### src/rtl/seq_shift_pkg.sv
`default_nettype none
// ============================================================================
// seq_shift_pkg : shared types and helpers for the sequential shift unit
// Revision      : 1.0
// ============================================================================
package seq_shift_pkg;

  typedef enum logic [1:0] {
    IDLE  = 2'd0,
    SHIFT = 2'd1,
    DONE  = 2'd2
  } shift_state_t;

  // Amounts beyond the operand width saturate; the result is all zeros anyway.
  function automatic int clamp_amt(input int amt, input int n);
    return (amt > n) ? n : amt;
  endfunction

endpackage
`default_nettype wire

### src/rtl/seq_shift_if.sv
`default_nettype none
// ============================================================================
// seq_shift_if : request/result bundle of the sequential shift unit
// Revision     : 1.0
// ============================================================================
interface seq_shift_if #(
  parameter int N  = 8,
  parameter int AW = $clog2(N) + 1
);
  logic          start;
  logic [N-1:0]  in;
  logic [AW-1:0] amt;
  logic [N-1:0]  out;
  logic          busy;
  logic          done;

  modport master (output start, in, amt, input out, busy, done);
  modport slave  (input start, in, amt, output out, busy, done);
endinterface
`default_nettype wire

### src/rtl/seq_shift_sll.sv
`default_nettype none
// ============================================================================
// sll : single-step combinational logical left shifter
// Revision : 1.0
// ============================================================================
module sll #(
  parameter int N     = 8,
  parameter int SHIFT = 1
) (
  input  wire logic         en_i,
  input  wire logic [N-1:0] in_i,
  output logic      [N-1:0] out_o
);

  assign out_o = en_i ? (in_i << SHIFT) : in_i;

endmodule
`default_nettype wire

### src/rtl/seq_shift_unit.sv
`default_nettype none
// ============================================================================
// seq_shift_unit : multi-cycle logical left shift, one bit per clock
// Revision       : 1.0
// ============================================================================
module seq_shift_unit
  import seq_shift_pkg::*;
#(
  parameter int N  = 8,
  parameter int AW = $clog2(N) + 1
) (
  input wire logic   clk,
  input wire logic   rst,
  seq_shift_if.slave bus
);

  shift_state_t  state_q, state_d;
  logic [N-1:0]  acc_q, acc_d;
  logic [AW-1:0] cnt_q, cnt_d;
  logic [N-1:0]  out_q, out_d;
  logic [N-1:0]  acc_shifted;
  logic [AW-1:0] amt_clamped;

  sll #(.N(N), .SHIFT(1)) u_sll (
    .en_i  (1'b1),
    .in_i  (acc_q),
    .out_o (acc_shifted)
  );

  assign amt_clamped = AW'(clamp_amt(int'(bus.amt), N));

  always_ff @(posedge clk) begin
    if (rst) begin
      state_q <= IDLE;
      acc_q   <= '0;
      cnt_q   <= '0;
      out_q   <= '0;
    end else begin
      state_q <= state_d;
      acc_q   <= acc_d;
      cnt_q   <= cnt_d;
      out_q   <= out_d;
    end
  end

  // out_q is only reloaded on the edge that enters DONE.
  always_comb begin
    state_d = state_q;
    acc_d   = acc_q;
    cnt_d   = cnt_q;
    out_d   = out_q;
    unique case (state_q)
      IDLE: begin
        if (bus.start) begin
          acc_d = bus.in;
          cnt_d = amt_clamped;
          if (amt_clamped == '0) begin
            state_d = DONE;
            out_d   = bus.in;
          end else begin
            state_d = SHIFT;
          end
        end
      end
      SHIFT: begin
        acc_d = acc_shifted;
        cnt_d = cnt_q - AW'(1);
        if (cnt_q == AW'(1)) begin
          state_d = DONE;
          out_d   = acc_shifted;
        end
      end
      DONE: begin
        state_d = IDLE;
      end
      default: begin
        state_d = IDLE;
      end
    endcase
  end

  assign bus.out  = out_q;
  assign bus.busy = (state_q != IDLE);
  assign bus.done = (state_q == DONE);

endmodule
`default_nettype wire

### src/flat_wrapper.sv
// flat-port wrapper written by rule: the top's interface ports become plain ports
module seq_shift_unit_flat import seq_shift_pkg::*;
#(
  parameter int N  = 8,
  parameter int AW = $clog2(N) + 1
)
  (clk, rst, bus_start, bus_in, bus_amt, bus_out, bus_busy, bus_done);
  seq_shift_if #(.N(N), .AW(AW)) bus_i ();
  input wire logic clk;
  input wire logic rst;
  input wire logic [$bits(bus_i.start)-1:0] bus_start;
  input wire logic [$bits(bus_i.in)-1:0] bus_in;
  input wire logic [$bits(bus_i.amt)-1:0] bus_amt;
  output wire logic [$bits(bus_i.out)-1:0] bus_out;
  output wire logic [$bits(bus_i.busy)-1:0] bus_busy;
  output wire logic [$bits(bus_i.done)-1:0] bus_done;
  assign bus_i.start = bus_start;
  assign bus_i.in = bus_in;
  assign bus_i.amt = bus_amt;
  assign bus_out = bus_i.out;
  assign bus_busy = bus_i.busy;
  assign bus_done = bus_i.done;
  seq_shift_unit #(.N(N), .AW(AW)) u_core (.clk(clk), .rst(rst), .bus(bus_i));
endmodule
### config.mk
export PLATFORM = sky130hd
export DESIGN_NAME = seq_shift_unit_flat
export DESIGN_NICKNAME = d
export VERILOG_FILES = /design/src/rtl/seq_shift_pkg.sv /design/src/rtl/seq_shift_if.sv /design/src/rtl/seq_shift_sll.sv /design/src/rtl/seq_shift_unit.sv /design/src/flat_wrapper.sv
export SDC_FILE = /design/constraint.sdc
export NUM_CORES = 1
export LEC_CHECK = 0
export CAP_MARGIN = 20
export CORE_MARGIN = 2
export CORE_UTILIZATION = 40
export DETAILED_ROUTE_END_ITERATION = 7
export HOLD_SLACK_MARGIN = 0.03
export PLACE_DENSITY = 0.67
export RECOVER_POWER = 25
export SLEW_MARGIN = 40
export SYNTH_ARGS = -nofsm -noshare
export SYNTH_HDL_FRONTEND = slang
export SYNTH_HIERARCHICAL = 1
export SYNTH_SLANG_ARGS = --single-unit
### constraint.sdc
create_clock -name clk -period 1.45 [get_ports clk]
set_clock_uncertainty 0.15 [all_clocks]
set_input_delay 0.3625 -clock clk [delete_from_list [all_inputs] [get_ports clk]]
set_output_delay 0.3625 -clock clk [all_outputs]
set_load 0.05 [all_outputs]
## Word level (Yosys, flattened, before mapping)

Cells that the tools add are included.

- Bits in registers: 21
- Input port bits: 15
- Logic and storage cells: 32

- Add/subtract/negate cells: 1
- Magnitude comparators: 1
- Eq/ne operators: 6
- Multiplexer cells: 13
- Reduce and logical (&&, ||, !) cells: 7

Operator list:

| cell | number |
|---|---|
| 2-to-1 mux 8 bit | 3 |
| one-hot mux 8 bit (2 select lines) | 1 |
| one-hot mux 7 bit (2 select lines) | 1 |
| 2-to-1 mux 4 bit | 2 |
| one-hot mux 4 bit (2 select lines) | 1 |
| 2-to-1 mux 7 bit | 1 |
| 2-to-1 mux 2 bit | 3 |
| equality test 4 x 1 -> 1 bit (second input constant) | 1 |
| > comparator 4 bit (second input constant) | 1 |
| logical NOT 4 bit | 1 |
| != test 2 x 1 -> 1 bit (second input constant) | 2 |
| one-hot mux 2 bit (2 select lines) | 1 |
| AND reduction 2 bit | 2 |
| AND reduction 4 bit | 1 |
| nonzero test 2 bit | 2 |
| subtractor 4 x 1 -> 4 bit (second input constant) | 1 |
| equality test 2 x 1 -> 1 bit (second input constant) | 1 |
| equality test 2 bit (second input constant) | 1 |
| logical NOT 2 bit | 1 |
| != test 2 bit (second input constant) | 1 |

## Logic depth before layout (Yosys ltp)

- Depth in word-level cells: 6
- Mapped depth: 6
- Gate-level depth less buffers: 5

## By module

The synthesis kept the hierarchy.

Modules (own cells, without submodules):

| module | times used | cells each | area each (um^2) | sequential area each (um^2) |
|---|---|---|---|---|
| seq_shift_unit | 1 | 116 | 1,109.8 | 440.4 |
| sll | 1 | 9 | 125.1 | 0.0 |

## Worst setup path after synthesis

OpenSTA, ideal clock, no wires.

- Kind: reg2out
- From: register u_core.state_q[0]
- To: output bus_done
- Arrival time: 1.161 ns
- Required time: 0.938 ns
- Slack: -0.223 ns
- Stages on the path, launching flop included: 3
- Path buffers: 1
- Path through: dfxtp_1 > clkbuf_1 > nor2_1

- Longest elaborated chain between the ends: 1

RTL lines:

| item | line | text |
|---|---|---|
| from (decl) | seq_shift_unit.sv:17 | `shift_state_t state_q, state_d;` |
| from (signal assigned) | seq_shift_unit.sv:39 | `state_q <= state_d;` |
| equality test 2 bit | seq_shift_unit.sv:84 | `assign bus.done = (state_q == DONE);` |
| to (decl) | flat_wrapper.sv:16 | `output wire logic [$bits(bus_i.done)-1:0] bus_done;` |

Every way passes these cells.

## Worst setup path in the final report

- From: register u_core.cnt_q[1]
- To: register u_core.out_q[0], in the netlist u_core/bus.out[0]

- Longest elaborated chain between the ends: 3

RTL lines:

| item | line | text |
|---|---|---|
| from (decl) | seq_shift_unit.sv:19 | `logic [AW-1:0] cnt_q, cnt_d;` |
| from (signal assigned) | seq_shift_unit.sv:41 | `cnt_q <= cnt_d;` |
| equality test 4 x 1 -> 1 bit | seq_shift_unit.sv:68 | `if (cnt_q == AW'(1)) begin` |
| != test 2 x 1 -> 1 bit (no source line) | -- |  |
| AND reduction 4 bit (no source line) | -- |  |
| to (signal assigned) | seq_shift_unit.sv:42 | `out_q <= out_d;` |
| to (decl) | seq_shift_unit.sv:20 | `logic [N-1:0] out_q, out_d;` |

Every way passes these cells.
A chain may end at the register's enable or synchronous reset.

==> results.md <==
- Outcome: complete, but fails checks
- Failing checks: setup timing
- Hold Path Class: flop to flop
- Pins Over Slew Limit: 0
- Final period util: 111%
- TritonRoute pass-1 iters: 4
- Via density per instance: ~6
- Max Fclk: between 600 and 700 MHz
- Clk buf depth: 2
- Max_cap viols: 0
- RSZ-0062 raised after global routing: yes
- Final Util: 73.8%
- R2R cell count: 6
- Routed WL: between 4 and 5 mm
- Antenna Cells: 0
- Top post-synthesis cells by area: dfxtp_1 36%, a211oi_1 11%, mux2_4 8.5%
- Worst Setup Start Kind: flop
- Clock sinks: 22
- Crit path DAT: approximately 1700 ps
- First-pass GRT wire length: ~5.7 mm
- Post-Syn Area per Cell: 9.88 µm²
- Post-synth top area share: between 30% and 40%
- # setup viols final: 24
- Post-DP HPWL: between 2 and 2.5 mm
- Width of the die: 59.6 µm
- Distinct cells, synth: 32
- PnR worst setup slack: -156 ps
- Hold_buf cts: 0
- Pwr dens: around 900 nW/µm²
- # DRC: 0
- Syn Nets: between 100 and 150
- CTS Buf Count: 3
- Ys async rst share: 0%
- Via count: roughly 1200
- Critical setup path kind: flop to flop
- Final #Nets: around 190
- Clock latency at the later pin of the worst-skew pair: 310 ps
- Hold path cells: 2
- Largest net degree at the start of global routing: 24
- Detailed Route Iter0 Violations: 46
- Post-synth top area cell: dfxtp_1
- Post-synth EDFFs: 0
- VDD IR max: around 0.00067 V
- Initial antenna violation count: 0
- GRT Total Usage: around 21%
- GRT Residual Overflow: 0
- Routed len/inst: 19.6 µm
- Post-route insts no fill: roughly 210
- Max FO, Critical Path: 9
- CP Capture Type: flop
- CTS tree: yes
- Die span in y: between 50 and 60 µm
- Most common cell after layout, fill and taps aside: buf_4
- Vias in the first global route: roughly 1200
- Area of the multi-input gates: around 960 µm²
- Post-route minimum period: between 1500 and 2000 ps
- Die ar.: approximately 3500 µm²
- Antenna viol nets, final: 0
- Seq/Total Area, Yosys: a little over a third
- Syn. warnings: 6
- Layout cells sized above 1: 60.8%
- Leakage: 0.853 nW
- Seq cells post-synth: 22
- Area Overhead vs Synth: 79.5%
- I/O Buffers: 24
- Ys flop type: dfxtp_1
- Reg area: ~450 µm²
- Rows: 20
- Worst slack at placement: -467 ps
- Synth Cell Area: ~1200 µm²
- Syn Inst Count: ~130
- Core Region: between 3000 and 4000 µm²
- Clock root cell: clkbuf_4
- Most frequent cells in the layout: 20 x buf_4, 14 x buf_12, 13 x dfxtp_1
- IO Pins: 25
- Placed Cells: between 150 and 200
- Critical path required time: 1490 ps
- Gpl congestion: between 0.7 and 0.8
- Final-layout fill cell count: roughly 190
- H-tree levels: 1
- Starting Density: approximately two fifths
- Final hold violations: 0
- Clk pin slew, worst setup/hold paths: approximately 130 ps
## Yosys cell counts (4+ instances only)
cell and number:
inv_1 5, nor2_1 12, nor2b_1 5, mux2_4 7, a211oi_1 18, a221oi_1 8, nand2_1 4, dfxtp_1 22
buf_6 4, mux2i_1 8
## cell families after synthesis
| group | Yosys count | synth area share [%] |
|---|---|---|
| AO/OA/AOI/OAI | 37 | 23.7 |
| adder cells (fa/ha/maj) | 2 | 2.03 |
| buffers and inverters | 15 | 7.50 |
| flip-flops | 22 | 35.7 |
| multiplexers | 15 | 15.0 |
| other | 1 | 0.304 |
| AND/OR/NAND/NOR | 33 | 15.8 |
## path summary, 6_finish.rpt
path | slack (ps) | to | from
worst max-delay path | -160 | u_core/bus.out[0] | u_core/cnt_q[1]
worst min-delay path | 380 | u_core/acc_q[7] | u_core/acc_q[7]
worst max register to register | -160 | u_core/bus.out[0] | u_core/cnt_q[1]
worst min register to register | 380 | u_core/acc_q[7] | u_core/acc_q[7]
## metrics by stage
stage | setup TNS [ps] | power, mW | instance area [µm²] | hold slack (ps)
global placement | -7260 | 1.31 | 1750 | 342
detailed placement | -7890 | 1.33 | 1750 | 357
global route | -3070 | 2.10 | 2220 | 392
finish | -2000 | 2.00 | 2220 | 377
floorplan | -58.5 | 1.07 | 1270 | 328
CTS | -974 | 1.87 | 2040 | 373
## timing repair
action,CTS,global route
cloned,2,1
resized for setup,39,29
pin swaps,20,6
setup endpoints to repair,18,28
buffers inserted,8,4
## worst max-delay path, cell delays in order, from the launching register on
cell      delay (ps)
dfxtp_2          350
inv_2             50
ha_4             140
nor3b_4          160
buf_12           150
a221oi_1         390
a211oi_1         100
## registers in the layout (all words and copies together), names as in the netlist
name,flops
u_core/acc_q,8
u_core/bus.out,8
u_core/cnt_q,4
u_core/state_q,2
## final cells by class
class / count / share of cell area [%]
Timing Repair Buffer: 57 / 31.2
Tap cell: 33 / 1.86
Inverter: 5 / 1.19
Clock buffer: 4 / 2.14
Multi-Input combinational cell: 88 / 43.1
Sequential cell: 22 / 20.5
## power breakdown
| part | switching [mW] | internal (mW) |
|---|---|---|
| sequential | 0.0578 | 0.666 |
| clock | 0.197 | 0.210 |
| combinational | 0.410 | 0.463 |
| total | 0.665 | 1.34 |
## routing by layer
layer	part of all wire, %	track usage [%]	vias to the layer above
li1	-	-	576
met1	43	28.5	629
met2	51	34.5	36
met3	3.9	4.15	8
met4	1.8	7.62	0
met5	0	0	-
Power figures use the tool's default switching activity.
